File: src/rtl/uart_cmd_responder_if.sv
// Byte and register-bus signals between the UART command responder and its surroundings.
// master is the responder's view of the bundle; slave is the view of the UART/register side.
interface uart_cmd_responder_if;
    logic       Rx_valid;
    logic [7:0] rx_data;
    logic       tx_active;
    logic       tx_done;
    logic       tx_dv;
    logic [7:0] tx_byte;
    logic [7:0] reg_addr;
    logic [7:0] reg_wdata;
    logic       reg_we;
    logic       reg_rd;
    logic [7:0] reg_rdata;
    logic       cmd_error;

    modport master (
        input  Rx_valid, rx_data, tx_active, tx_done, reg_rdata,
        output tx_dv, tx_byte, reg_addr, reg_wdata, reg_we, reg_rd, cmd_error
    );

    modport slave (
        output Rx_valid, rx_data, tx_active, tx_done, reg_rdata,
        input  tx_dv, tx_byte, reg_addr, reg_wdata, reg_we, reg_rd, cmd_error
    );
endinterface

File: src/rtl/uart_cmd_responder.sv
// Decodes 'W' addr data / 'R' addr commands from UART bytes, performs one register access
// and returns a one-byte reply ('K', the read value, or '?').
module uart_cmd_responder #(
    parameter int CLKS_PER_TIMEOUT = 5_000_000
) (
    input  logic                  clk,
    input  logic                  rst,
    uart_cmd_responder_if.master  bus
);

    localparam int         TW       = $clog2(CLKS_PER_TIMEOUT);
    localparam logic [7:0] OP_WRITE = 8'h57;
    localparam logic [7:0] OP_READ  = 8'h52;
    localparam logic [7:0] RPL_OK   = 8'h4B;
    localparam logic [7:0] RPL_BAD  = 8'h3F;

    typedef enum logic [2:0] {
        IDLE, GET_ADDR, GET_DATA, WRITE, READ, READ_CAP, SEND, WAIT_TX
    } state_t;

    state_t        state;
    logic          is_write;
    logic [TW-1:0] timer;
    logic          tx_dv_q;
    logic [7:0]    tx_byte_q;
    logic [7:0]    reg_addr_q;
    logic [7:0]    reg_wdata_q;
    logic          reg_we_q;
    logic          reg_rd_q;
    logic          cmd_error_q;

    assign bus.tx_dv     = tx_dv_q;
    assign bus.tx_byte   = tx_byte_q;
    assign bus.reg_addr  = reg_addr_q;
    assign bus.reg_wdata = reg_wdata_q;
    assign bus.reg_we    = reg_we_q;
    assign bus.reg_rd    = reg_rd_q;
    assign bus.cmd_error = cmd_error_q;

    // NOTE: all state lives in one clocked block with non-blocking assignments, so every
    // right-hand side reads the pre-edge value and later assignments in the block win.
    always_ff @(posedge clk) begin
        if (rst) begin
            state       <= IDLE;
            is_write    <= 1'b0;
            timer       <= '0;
            tx_dv_q     <= 1'b0;
            tx_byte_q   <= 8'h00;
            reg_addr_q  <= 8'h00;
            reg_wdata_q <= 8'h00;
            reg_we_q    <= 1'b0;
            reg_rd_q    <= 1'b0;
            cmd_error_q <= 1'b0;
        end else begin
            tx_dv_q     <= 1'b0;
            reg_we_q    <= 1'b0;
            reg_rd_q    <= 1'b0;
            cmd_error_q <= 1'b0;
            timer       <= '0;

            case (state)
                IDLE: begin
                    if (bus.Rx_valid) begin
                        if (bus.rx_data == OP_WRITE || bus.rx_data == OP_READ) begin
                            is_write <= (bus.rx_data == OP_WRITE);
                            state    <= GET_ADDR;
                        end else begin
                            tx_byte_q   <= RPL_BAD;
                            cmd_error_q <= 1'b1;
                            state       <= SEND;
                        end
                    end
                end

                GET_ADDR: begin
                    if (bus.Rx_valid) begin
                        reg_addr_q <= bus.rx_data;
                        state      <= is_write ? GET_DATA : READ;
                    end else if (timer == TW'(CLKS_PER_TIMEOUT - 1)) begin
                        cmd_error_q <= 1'b1;
                        state       <= IDLE;
                    end else begin
                        timer <= timer + 1'b1;
                    end
                end

                GET_DATA: begin
                    if (bus.Rx_valid) begin
                        reg_wdata_q <= bus.rx_data;
                        state       <= WRITE;
                    end else if (timer == TW'(CLKS_PER_TIMEOUT - 1)) begin
                        cmd_error_q <= 1'b1;
                        state       <= IDLE;
                    end else begin
                        timer <= timer + 1'b1;
                    end
                end

                WRITE: begin
                    reg_we_q  <= 1'b1;
                    tx_byte_q <= RPL_OK;
                    state     <= SEND;
                end

                READ: begin
                    reg_rd_q <= 1'b1;
                    state    <= READ_CAP;
                end

                // The strobe is still high on the first READ_CAP cycle; read data is valid one cycle later.
                READ_CAP: begin
                    if (!reg_rd_q) begin
                        tx_byte_q <= bus.reg_rdata;
                        state     <= SEND;
                    end
                end

                SEND: begin
                    if (!bus.tx_active) begin
                        tx_dv_q <= 1'b1;
                        state   <= WAIT_TX;
                    end
                end

                WAIT_TX: begin
                    if (bus.tx_done) begin
                        state <= IDLE;
                    end
                end

                default: state <= IDLE;
            endcase

            // Bytes arriving while a command is being executed or answered are discarded.
            if (bus.Rx_valid && !(state inside {IDLE, GET_ADDR, GET_DATA})) begin
                cmd_error_q <= 1'b1;
            end
        end
    end

endmodule

File: src/flat_wrapper.sv
// flat-port wrapper written by rule: the top's interface ports become plain ports
module uart_cmd_responder_flat 
#(
    parameter int CLKS_PER_TIMEOUT = 5_000_000
)
  (clk, rst, bus_Rx_valid, bus_rx_data, bus_tx_active, bus_tx_done, bus_reg_rdata, bus_tx_dv, bus_tx_byte, bus_reg_addr, bus_reg_wdata, bus_reg_we, bus_reg_rd, bus_cmd_error);
  uart_cmd_responder_if bus_i ();
  input  logic clk;
  input  logic rst;
  input wire logic [$bits(bus_i.Rx_valid)-1:0] bus_Rx_valid;
  input wire logic [$bits(bus_i.rx_data)-1:0] bus_rx_data;
  input wire logic [$bits(bus_i.tx_active)-1:0] bus_tx_active;
  input wire logic [$bits(bus_i.tx_done)-1:0] bus_tx_done;
  input wire logic [$bits(bus_i.reg_rdata)-1:0] bus_reg_rdata;
  output wire logic [$bits(bus_i.tx_dv)-1:0] bus_tx_dv;
  output wire logic [$bits(bus_i.tx_byte)-1:0] bus_tx_byte;
  output wire logic [$bits(bus_i.reg_addr)-1:0] bus_reg_addr;
  output wire logic [$bits(bus_i.reg_wdata)-1:0] bus_reg_wdata;
  output wire logic [$bits(bus_i.reg_we)-1:0] bus_reg_we;
  output wire logic [$bits(bus_i.reg_rd)-1:0] bus_reg_rd;
  output wire logic [$bits(bus_i.cmd_error)-1:0] bus_cmd_error;
  assign bus_i.Rx_valid = bus_Rx_valid;
  assign bus_i.rx_data = bus_rx_data;
  assign bus_i.tx_active = bus_tx_active;
  assign bus_i.tx_done = bus_tx_done;
  assign bus_i.reg_rdata = bus_reg_rdata;
  assign bus_tx_dv = bus_i.tx_dv;
  assign bus_tx_byte = bus_i.tx_byte;
  assign bus_reg_addr = bus_i.reg_addr;
  assign bus_reg_wdata = bus_i.reg_wdata;
  assign bus_reg_we = bus_i.reg_we;
  assign bus_reg_rd = bus_i.reg_rd;
  assign bus_cmd_error = bus_i.cmd_error;
  uart_cmd_responder #(.CLKS_PER_TIMEOUT(CLKS_PER_TIMEOUT)) u_core (.clk(clk), .rst(rst), .bus(bus_i));
endmodule
File: config.mk
export PLATFORM = sky130hd
export DESIGN_NAME = uart_cmd_responder_flat
export DESIGN_NICKNAME = d
export VERILOG_FILES = /design/src/rtl/uart_cmd_responder_if.sv /design/src/rtl/uart_cmd_responder.sv /design/src/flat_wrapper.sv
export SDC_FILE = /design/constraint.sdc
export NUM_CORES = 1
export LEC_CHECK = 0
export CAP_MARGIN = 15
export CORE_UTILIZATION = 35
export CTS_BUF_LIST = sky130_fd_sc_hd__clkbuf_16
export CTS_CLUSTER_DIAMETER = 100
export DETAILED_ROUTE_END_ITERATION = 12
export HOLD_SLACK_MARGIN = 0.05
export PLACE_DENSITY = 0.64
export SYNTH_ARGS = -nofsm -noshare
export SYNTH_HDL_FRONTEND = slang
export SYNTH_SLANG_ARGS = --single-unit
export TNS_END_PERCENT = 30
File: constraint.sdc
create_clock -name clk -period 2.42 [get_ports clk]
set_input_delay 0.363 -clock clk [delete_from_list [all_inputs] [get_ports clk]]
set_output_delay 0.363 -clock clk [all_outputs]
set_load 0.02 [all_outputs]
Word-level counts from Yosys, hierarchy flattened
Index checks and enable logic that the tools add are counted.
- flip-flop bits (word level): 55
- input port bits: 21
- output and inout port bits: 28
- word-level logic and storage cells: 65
- add/sub/neg operators: 1
- equal/unequal tests: 15
- mux-type cells: 23
- bitwise logic cells: 2
- reduce and logical (&&, ||, !) cells: 14
- operator list (cell ; number):
    3-bit 2-to-1 mux ; 9
    8-bit 2-to-1 mux ; 3
    3-bit one-hot mux with 8 select lines ; 1
    8-bit one-hot mux with 3 select lines ; 1
    23-bit by 1-bit adder with 23-bit output (second input constant) ; 1
    23-bit equality test (second input constant) ; 1
    8-bit by 7-bit equality test with 1-bit output (second input constant) ; 2
    3-bit equality test (second input constant) ; 4
    2-bit != test (second input constant) ; 5
    1-bit 2-to-1 mux ; 8
    4-bit AND reduction ; 2
    3-bit by 2-bit equality test with 1-bit output (second input constant) ; 2
    3-bit nonzero test ; 2
    2-bit AND reduction ; 2
    2-bit OR reduction ; 2
    4-bit OR reduction ; 1
    3-bit by 1-bit equality test with 1-bit output (second input constant) ; 1
    3-bit logical NOT ; 1
    3-bit AND reduction ; 1
    1-bit NOT ; 2
    1-bit one-hot mux with 2 select lines ; 1
    1-bit logical AND ; 1
    1-bit logical NOT ; 1
    1-bit logical OR ; 1

Depth between registers and ports, before layout
Gate-level depths: netlist of run 1.
- word-level depth: 6
- mapped depth: 6
- mapped depth without buffers: 5

Worst setup path before layout of run 1
OpenSTA, ideal clock, no wires.
- kind: flip-flop to flip-flop
- from: register u_core.timer[0]
- to: register u_core.timer[22]
- setup time: 71 ps
- arrival: 1889 ps
- required time: 2349 ps
- setup slack: 460 ps
- stages on the path, launching flop included: 7
- buffers on the path: 1
- period minus slack after synthesis: 1960 ps
- cells stage by stage: dfxtp_1 -> ha_1 -> nand3_2 -> or4_1 -> buf_2 -> or4_1 -> a21oi_1
- longest elaborated chain between the ends: 2
- elaborated cells between the ends (all ways): 3
- classes of those cells: add/sub (1); eq/ne (1); reduce/logical (1)
- ends and longest elaborated chain (item ; RTL line ; source):
    start, declared ; uart_cmd_responder.sv:23 ; logic [TW-1:0] timer;
    start signal, assigned ; uart_cmd_responder.sv:83 ; timer <= timer + 1'b1;
    start signal, assigned ; uart_cmd_responder.sv:95 ; timer <= timer + 1'b1;
    parallel branches: the longest is 2 deep, another holds 23-bit by 1-bit adder with 23-bit output ; -- ;
Parallel ways; which one is timed is not known.
A chain may end at the register's enable or synchronous reset.

Worst setup path after layout of run 1
Same ends and word-level chain as after synthesis.

==> out/qor.yml, run 1 <==
sta:
  setup_tns_ns: 0
  post-route-period-util_pct: 88.43
  tightest_slew_ns: 0.7518
  hold_viol_final: 0
  fin_worst_skew_ns: 0.01162
  relSlewSlack_pct: 49.81
  drv_slew: 0
  layout_min_cycle_time_ns: 2.140
  holdWs_ns: 0.4548
  setup_viol: 0
  fmax_ghz: 0.4673
  rsz0062_at_grt: "no"
grt:
  first_global_vias: 1920
  antenna_found_initial: 0
  groute.usage.overall_pct: 15.20
  grt_pass1_wl_mm: 8.990
  grt_start_max_net_pins: 25
  grt.overflow.total: 0
die:
  core_sq_um: 6794
  start_util_pct: 36.30
  rows: 30
  pin_count: 49
  die_height_microns: 85.94
  dieArea_sq_um: 7386
  die_w_microns: 85.94
min_path:
  worstHoldPathType: "register to register"
cts:
  ctsRootBufferMaster: "clkbuf_16"
  numCtsBuffers: 5
  cts_sinks: 55
  htree_num_levels: 2
  cts_resized: 0
  insertion_delay_ns: 0.29
  cts.clk_slew.worst_paths_ns: 0.08
  cts.path.max_buffers: 2
  cts_hold_buf: 0
  cts_tree: "yes"
  post_cts_buffers: 0
drt:
  route.detailed.drc: 0
  ant_nets: 0
  routed_wl_mm: 5.441
  first_pass_iters: 4
  wl_per_cell_microns: 12.71
  vias: 2140
  detail_route.vias_per_cell: 5.000
  drtIter0Drc: 105
synthesis:
  ys_seq_area_share_pct: 44.65
  synth_top_flop_cell: "dfxtp_1"
  yosys_register_bits: 55
  syn_inst: 284
  syn_nets: 306
  synth.distinct_cells: 50
  syn_area_per_cell_sq_um: 8.684
  synth_area_sq_um: 2466
  synth_edf_count: 0
  yosys_warnings: 0
  synthArstFlopShare_pct: 0
power_and_ir_drop:
  power_density_nw_per_um2: 844.6
  clockPowerShare_pct: 27.0
  p_int_mw: 1.812
  peakVddDrop_mv: 0.2962
  p_sw_share_pct: 33.02
  power_frac_seq_pct: 43.3
  leakagePower_nw: 1.034
  p_sw_uw: 893.2
  combinationalPowerShare_pct: 29.8
placement:
  dpl.hpwl_mm: 3.942
  place_congestion: 0.7438
  port_buffers: 48
  placed_area_sq_um: 3053
worst_setup_path:
  worstPathArrival_ns: 2.36
  end_kind: "register"
  path_class: "register to register"
  startpoint_type: "register"
  cp_max_fo: 9
  cp.required_ns: 2.64
final_layout:
  final_cell_area_sq_um: 3203
  drive_gt1_share_pct: 5.723
  nets: 353
  mostFrequentLayoutCells: "dfxtp_1, clkdlybuf4s50_1, nor2_1, nand2_1, a21oi_1"
  n_antenna_cell: 0
  area_growth_pct: 29.88
  mostFrequentLayoutCell: "dfxtp_1"
run:
  cap_violations: 0
outcome:
  status: "finished, final reports clean"
[power by group through the flow]
stage / clock network [mW] / registers [mW] / logic, mW
after detailed placement: 0 / 1.19 / 0.810
after global routing: 0.783 / 1.20 / 0.873
after floorplan: 0 / 1.22 / 0.462
final: 0.730 / 1.17 / 0.805
after CTS: 0.753 / 1.17 / 0.813
after global placement: 0 / 1.19 / 0.802
[worst max-delay path, cell delays in order, from the launching register on]
cell and delay, ns:
dfxtp_1 0.39, ha_1 0.22, nand3_2 0.16, or4_1 0.71, or4_1 0.44, a21oi_1 0.15
[through the flow]
step                std cells  power, mW  utilization (%)  setup WS [ns]
finish                    428      2.705            47.15         0.2799
global route              428      2.855            47.15         0.1252
CTS                       428      2.736            47.15         0.2655
detailed placement        420      2.002            44.94         0.2432
global placement          420      1.992            44.94         0.2905
floorplan                 284      1.683                -         0.4604
[final timing paths]
| path | from | end | slack, ns | cells after the start |
|---|---|---|---|---|
| worst min register to register | u_core.bus.tx_byte[6] | u_core.bus.tx_byte[6] | 0.45 | 2 |
| worst max-delay path | u_core.timer[0] | u_core.timer[22] | 0.28 | 5 |
| worst min-delay path | u_core.bus.tx_byte[6] | u_core.bus.tx_byte[6] | 0.45 | 2 |
| worst max register to register | u_core.timer[0] | u_core.timer[22] | 0.28 | 5 |
[kinds of logic (layout without fill, tap and decap cells)]
family	after synthesis	count (layout)	synth area share [%]
DFF	55	55	44.65
adders and majority gates	1	1	0.5073
buffers and inverters	22	70	3.754
AOI/OAI and AO/OA	60	60	15.47
muxes	9	9	3.653
xor gates and xnor gates	15	15	5.327
and+or+nand+nor	122	122	26.64
[cell type report]
type	instances	area, sq um
flip-flops and latches	55	1101
clock inverters	3	25.02
well taps	96	120.1
repair buffers	55	533.0
multi-input cells	207	1272
inverters	7	26.28
fillers	669	3591
clock buffers	5	125.1
[metal layers]
metal / vias to the layer above / track usage, % / wire, microns
li1: 1114 / - / -
met1: 976 / 20.47 / 2701
met2: 42 / 23.88 / 2417
met3: 8 / 3.465 / 236
met4: 0 / 5.303 / 86
met5: - / 0 / 0
[synth_stat cells, types with 6 or more instances]
master	instances	area share [%]
a21oi_1	23	4.7
clkbuf_1	10	1.5
dfxtp_1	55	45
inv_1	6	0.91
mux2i_1	9	3.7
nand2_1	28	4.3
nand3_1	8	1.6
nand4_1	7	1.8
nor2_1	28	4.3
nor3_1	9	1.8
o21ai_0	14	2.8
or3_1	7	1.8
or4_1	6	1.8
xnor2_1	12	4.3
[state kept, by name, indices dropped and copies added, names as in the netlist]
signal / flops
u_core.timer: 23
u_core.bus.reg_addr: 8
u_core.bus.reg_wdata: 8
u_core.bus.tx_byte: 8
u_core.state: 3
u_core.bus.cmd_error: 1
u_core.bus.reg_rd: 1
u_core.bus.reg_we: 1
u_core.bus.tx_dv: 1
u_core.is_write: 1
No activity file was read; power rests on OpenSTA's default activity.
==> run 2, diff against run 1 <==
CORE_UTILIZATION = 29   (was 35)
PLACE_DENSITY = 0.56   (was 0.64)
==> out/qor.yml, run 2 (synthesis gave the netlist of run 1 again) <==
drt:
  route.detailed.drc: 0
  wl_per_cell_microns: 12.69
  first_pass_iters: 4
  drtIter0Drc: 84
  routed_wl_mm: 5.560
  detail_route.vias_per_cell: 4.893
  vias: 2143
  ant_nets: 0
sta:
  setup_tns_ns: 0
  fmax_ghz: 0.4656
  layout_min_cycle_time_ns: 2.148
  rsz0062_at_grt: "no"
  holdWs_ns: 0.4511
  setup_viol: 0
  fin_worst_skew_ns: 0.008492
  post-route-period-util_pct: 88.76
  hold_viol_final: 0
  relSlewSlack_pct: 63.20
  drv_slew: 0
  tightest_slew_ns: 0.5512
  timing.final.ws_setup_ns: 0.2721
min_path:
  hold_end: "u_core.bus.tx_byte[6]"
  min_path_cells: 2
  min-delay-start: "u_core.bus.tx_byte[6]"
  worstHoldPathType: "register to register"
cts:
  ctsRootBufferMaster: "clkbuf_16"
  cts.path.max_buffers: 2
  numCtsBuffers: 5
  post_cts_buffers: 0
  cts_sinks: 55
  insertion_delay_ns: 0.29
  cts_resized: 0
  cts_hold_buf: 0
  cts.clk_slew.worst_paths_ns: 0.08
  cts_tree: "yes"
  htree_num_levels: 2
final_layout:
  largest_reg_flops: 23
  mostFrequentLayoutCell: "dfxtp_1"
  nFillCells: 839
  area_growth_pct: 30.70
  nets: 354
  drive_gt1_share_pct: 6.006
  top_register: "u_core.timer"
  n_antenna_cell: 0
  mostFrequentLayoutCells: "dfxtp_1, clkdlybuf4s50_1, nor2_1, nand2_1, a21oi_1"
  final_cell_area_sq_um: 3223
  fin_cells: 438
worst_setup_path:
  rr_worst_depth: 5
  end_kind: "register"
  r2r-end: "u_core.timer[22]"
  cp.required_ns: 2.64
  r2r_start: "u_core.timer[0]"
  startpoint_type: "register"
  worstPathArrival_ns: 2.37
  cp_max_fo: 9
  reg2reg_slack_ns: 0.27
  path_class: "register to register"
grt:
  groute.usage.overall_pct: 12.88
  grt_pass1_wl_mm: 9.011
  grtUsageMet1_pct: 16.51
  grt_start_max_net_pins: 23
  gr-usage-met3_pct: 3.317
  grt.overflow.total: 0
  antenna_found_initial: 0
  met2_usage_pct: 20.77
  first_global_vias: 1972
  busiest_layer: "met2"
die:
  rows: 33
  core_sq_um: 8217
  start_util_pct: 30.01
  pin_count: 49
  dieArea_sq_um: 8876
  die_height_microns: 94.22
  die_w_microns: 94.22
placement:
  placed_area_sq_um: 3072
  dpl.hpwl_mm: 4.001
  place_ws_ns: 0.2007
  place_congestion: 0.7530
  port_buffers: 48
  dp_cells: 430
run:
  cap_violations: 0
power_and_ir_drop:
  peakVddDrop_mv: 0.2952
  leakagePower_nw: 1.044
  power_density_nw_per_um2: 851.5
outcome:
  status: "finished, final reports clean"
[run 2: changes by cell type in the layout (fill, tap and decap cells not counted), sizes merged]
| cell | before | now |
|---|---|---|
| buf | 7 | 8 |
| clkinvlp | 1 | 0 |
| inv | 8 | 9 |
[run 2: worst max-delay path: stages, from the launching register on]
cell	delay, ns
dfxtp_1	0.39
ha_1	0.22
nand3_2	0.16
or4_1	0.71
or4_1	0.45
a21oi_1	0.15
[run 2: area by class of cell]
type	count	area, sq um	share of cell area [%]
clock inverters	3	26.28	0.8152
inverters	7	26.28	0.8152
clock buffers	5	125.1	3.882
flip-flops and latches	55	1101	34.16
multi-input cells	207	1272	39.48
well taps	105	131.4	4.076
repair buffers	56	540.5	16.77
[run 2: metal layers]
| layer | wire [microns] | vias up |
|---|---|---|
| met1 | 2769 | 988 |
| met2 | 2490 | 38 |
| met4 | 55 | 0 |
| met3 | 245 | 4 |
| met5 | 0 | - |
| li1 | - | 1113 |
[run 2: worst max-delay path by stage]
stage	from	depth (start not counted)	slack (ns)	endpoint
floorplan	u_core.timer[0]	6	0.46	u_core.timer[22]
global placement	bus_rx_data[4]	6	0.27	u_core.bus.tx_byte[1]
detailed placement	bus_rx_data[4]	6	0.20	u_core.bus.tx_byte[0]
CTS	u_core.timer[0]	5	0.27	u_core.timer[22]
global route	u_core.timer[0]	5	0.12	u_core.timer[22]
finish	u_core.timer[0]	5	0.27	u_core.timer[22]
[run 2: per-stage QoR]
step / power (mW) / util (%)
floorplan: 1.683 / -
global placement: 2.022 / 37.38
detailed placement: 2.028 / 37.38
CTS: 2.781 / 39.23
global route: 2.906 / 39.23
finish: 2.745 / 39.23
[run 2: power breakdown]
part,switching (mW),leakage [nW],total [mW],internal (mW)
clock network,0.346,0.0752,0.742,0.396
registers,0.109,0.446,1.13,1.02
logic,0.457,0.523,0.870,0.412
total,0.912,1.04,2.74,1.83
==> run 3, diff against run 2 <==
CORE_ASPECT_RATIO = 0.8   (was unset)
==> out/qor.yml, run 3 (synthesis gave the netlist of run 1 again) <==
sta:
  tightest_slew_ns: 0.6382
  relSlewSlack_pct: 57.39
  setup_tns_ns: 0
  drv_slew: 0
  fin_worst_skew_ns: 0.006557
  rsz0062_at_grt: "no"
  setup_viol: 0
  layout_min_cycle_time_ns: 2.172
  post-route-period-util_pct: 89.76
  fmax_ghz: 0.4604
  hold_viol_final: 0
cts:
  post_cts_buffers: 0
  htree_num_levels: 2
  cts.clk_slew.worst_paths_ns: 0.07
  cts_sinks: 55
  cts_tree: "yes"
  cts_hold_buf: 0
  cts.path.max_buffers: 2
  ctsRootBufferMaster: "clkbuf_16"
  numCtsBuffers: 5
  cts_resized: 0
  insertion_delay_ns: 0.29
final_layout:
  nets: 355
  drive_gt1_share_pct: 6.006
  mostFrequentLayoutCell: "dfxtp_1"
  top_register: "u_core.timer"
  fin_cells: 441
  largest_reg_flops: 23
  n_antenna_cell: 0
  area_growth_pct: 31.61
  mostFrequentLayoutCells: "dfxtp_1, clkdlybuf4s50_1, nor2_1, nand2_1, a21oi_1"
  nFillCells: 822
die:
  die_w_microns: 105.1
  rows: 29
  start_util_pct: 30.48
  die_height_microns: 84.48
  core_sq_um: 8092
  pin_count: 49
  dieArea_sq_um: 8879
grt:
  grt.overflow.total: 0
  groute.usage.overall_pct: 13.41
  first_global_vias: 1906
  grt_pass1_wl_mm: 9.508
  antenna_found_initial: 0
  grt_start_max_net_pins: 23
worst_setup_path:
  crit_buf_inv: 0
  end_kind: "register"
  crit_family: "simple AND/OR/NAND/NOR gates"
  slowest_stage: "or4_1"
  cpMostUsedCell: "or4_1"
  path_class: "register to register"
  worstPathArrival_ns: 2.40
  cp_max_fo: 9
  startpoint_type: "register"
  slowest_delay_ns: 0.72
  cp.required_ns: 2.64
  crit_chain: "ha_1 > nand3_2 > or4_1 > or4_1 > a21oi_1"
drt:
  ant_nets: 0
  drtIter0Drc: 134
  detail_route.vias_per_cell: 4.773
  route.detailed.drc: 0
  first_pass_iters: 5
  wl_per_cell_microns: 13.27
  vias: 2105
  routed_wl_mm: 5.852
min_path:
  worstHoldPathType: "register to register"
power_and_ir_drop:
  peakVddDrop_mv: 0.3866
  leakagePower_nw: 1.050
  power_density_nw_per_um2: 862.2
placement:
  port_buffers: 48
  dp_cells: 434
  dpl.hpwl_mm: 4.220
  place_congestion: 0.7503
outcome:
  status: "finished, final reports clean"
run:
  cap_violations: 0
[run 3: cell count changes in the layout (fill, tap and decap cells not counted)]
| cell | delta |
|---|---|
| buf_4 | +1 |
| inv_6 | -3 |
| clkinvlp_4 | +1 |
| bufinv_16 | +1 |
[run 3: layout make-up]
class                      count  area [sq um]  area share (%)
sequential                    55          1101           33.92
tap                          108         135.1           4.163
clock inverter                 2         37.54           1.157
timing repair buffer          57         548.0           16.89
multi-input combinational    207          1272           39.21
clock buffer                   5         125.1           3.855
inverter                       7         26.28          0.8096
[run 3: path summary, 6_finish.rpt]
check                                             start  slack [ns]  depth (start not counted)                      end
worst max-delay path                    u_core.timer[0]        0.25                          5         u_core.timer[22]
worst max register to register          u_core.timer[0]        0.25                          5         u_core.timer[22]
worst min-delay path            u_core.bus.reg_wdata[1]        0.46                          2  u_core.bus.reg_wdata[1]
worst min register to register  u_core.bus.reg_wdata[1]        0.46                          2  u_core.bus.reg_wdata[1]
[run 3: per-layer routing]
metal	vias to the layer above	part of all wire (%)	global-route usage [%]	routed length, microns
met4	0	0.87	3.841	51
li1	1106	-	-	-
met5	-	0	0	0
met1	953	56	20.33	3290
met2	42	39	18.48	2268
met3	4	4.1	3.261	242
[run 3: power breakdown]
group          switching (mW)  internal [mW]
clock network           0.315          0.483
logic                   0.439          0.405
registers               0.133           1.02
total                   0.886           1.91
[run 3: worst register-to-register path, delay by kind of cell, from the launching register on]
family	cells	cell delay, ns
AOI/OAI and AO/OA	1	0.15
and+or+nand+nor	3	1.34
adders and majority gates	1	0.22
DFF	1	0.39
[run 3: stage by stage]
| stage | hold WS, ns | util, % | total power, mW | setup WS [ns] | cell area (sq um) |
|---|---|---|---|---|---|
| 5_1_grt | 0.4701 | 40.11 | 2.967 | 0.1245 | 3246 |
| 3_3_place_gp | 0.4412 | 38.10 | 2.013 | 0.3007 | 3083 |
| 6_report | 0.4556 | 40.11 | 2.798 | 0.2479 | 3246 |
| 2_1_floorplan | 0.4370 | - | 1.683 | 0.4604 | 2466 |
| 4_1_cts | 0.4546 | 40.11 | 2.828 | 0.2654 | 3246 |
| 3_5_place_dp | 0.4438 | 38.10 | 2.021 | 0.2672 | 3083 |
==> RTL change (settings of run 1) <==
Make the reset (`rst`) asynchronous in one clocked block.
--- a/src/rtl/uart_cmd_responder.sv
+++ b/src/rtl/uart_cmd_responder.sv
@@ -40,5 +40,5 @@
     // NOTE: all state lives in one clocked block with non-blocking assignments, so every
     // right-hand side reads the pre-edge value and later assignments in the block win.
-    always_ff @(posedge clk) begin
+    always_ff @(posedge clk or posedge rst) begin
         if (rst) begin
             state       <= IDLE;
Check against the original RTL: differs if rst is asserted again (counterexample within 4 cycles, from zero or initial values and one cycle with rst high); with rst held inactive, the same outputs for 10 cycles.
==> RTL change against run 1 <==
Cell count down 0.23%; routed wire length rose by 15%; highest routed layer unchanged; worst setup slack improved by 0.099 ns; critical endpoint is now u_core.state[0]; largest power group is now combinational cells; hold slack got worse by 0.064 ns; sequential cell count unchanged; via count grew 5.8%; total power is 40% higher; final area up 14%; count of clock-buffer cells in the layout is the same; synthesized area up 15%; combinational power is 91% higher.
==> RTL change: results <==
[run_status]
status = completed

[global_route]
grt_max_degree = 24
grt.total_usage_pct = 15.8
grt_util_met3_pct = 2.99
grt_pass1_wl_um = 10800
use_met2_pct = 26.8

[yosys]
ys_types = 51
ys.flop_type = dfrtp_1
ys_top_cells_by_count = 55 x dfrtp_1, 21 x nor2_1, 17 x a21oi_1
synthTopCellsByArea = dfrtp_1 48%, mux2_2 6.3%, a21oi_1 3.0%
synthesis.nets = 292

[finish]
drive_gt1_share_pct = 15.4
n_fill_cell = 727

[placement]
placed_area_mm2 = 0.00347
dp.final_hpwl_um = 4520
gp_congestion = 0.814

[setup_path]
crit_fanout = 4
max_stage_delay_ns = 0.59
crit_arrival_ns = 2.22

[timing]
finalClockSkew_ns = 0.00496
relSlewSlack_pct = 69.4
timing.final.crit_period_ns = 2.04

[worst_hold_path]
hold_class = input pin to asynchronous set/reset pin

[detailed_routing]
dr_total_vias = 2264
drt-total-wl_um = 6250
drt_iter0_drc = 120
wl_met2_um = 3090

[power]
irDropWorstVdd_mv = 0.426
leakagePower_nw = 1.46
intPower_mw = 2.51
## RTL change: changes by cell type in the layout (fill, tap and decap cells not counted), moves of 7 or more
| cell | change |
|---|---|
| dfxtp_1 | -55 |
| xnor2_1 | -10 |
| mux2_2 | +16 |
| mux2i_1 | -9 |
| nand2_1 | -12 |
| dfrtp_1 | +55 |
| nor2_1 | -7 |
## RTL change: kinds of logic after synthesis
logic type,Yosys count,synth area share (%)
DFF,55,48.4
and+or+nand+nor,105,22.8
muxes,16,6.33
AOI/OAI and AO/OA,64,15.6
buffers and inverters,18,3.08
adders and majority gates,1,0.440
xor gates and xnor gates,11,3.39
## RTL change: path summary, 6_finish.rpt
check	start	to	slack (ns)	cells after the start
worst max register to register	u_core.timer[13]	u_core.timer[8]	0.45	4
worst max-delay path	bus_rx_data[3]	u_core.state[0]	0.38	5
worst min register to register	u_core.timer[0]	u_core.timer[0]	0.45	1
min in group clk	u_core.timer[0]	u_core.timer[0]	0.45	1
worst min-delay path	rst	u_core.timer[16]	0.39	2
max in group asynchronous	rst	u_core.bus.reg_addr[4]	1.42	3
## RTL change: final cells by class
type,instances,share of cell area (%)
clock buffer,5,3.42
inverter,6,0.615
tap,102,3.48
clock inverter,3,1.84
multi-input combinational,197,37.7
timing repair buffer,59,15.4
sequential,55,37.6
## RTL change: through the flow
stage               utilization [%]  instances  setup slack [ns]
finish                         46.9        427             0.379
global route                   46.9        427             0.302
CTS                            46.9        427             0.388
detailed placement             44.5        419            0.0730
global placement               44.5        419             0.103
floorplan                         -        270             0.644
## RTL change: power groups by stage
stage               Clock (mW)  Combinational [mW]  Sequential (mW)
floorplan                    0               0.736             1.53
global placement             0                1.53             1.35
detailed placement           0                1.54             1.36
CTS                      0.947                1.55             1.34
global route             0.984                1.67             1.38
finish                   0.922                1.54             1.34
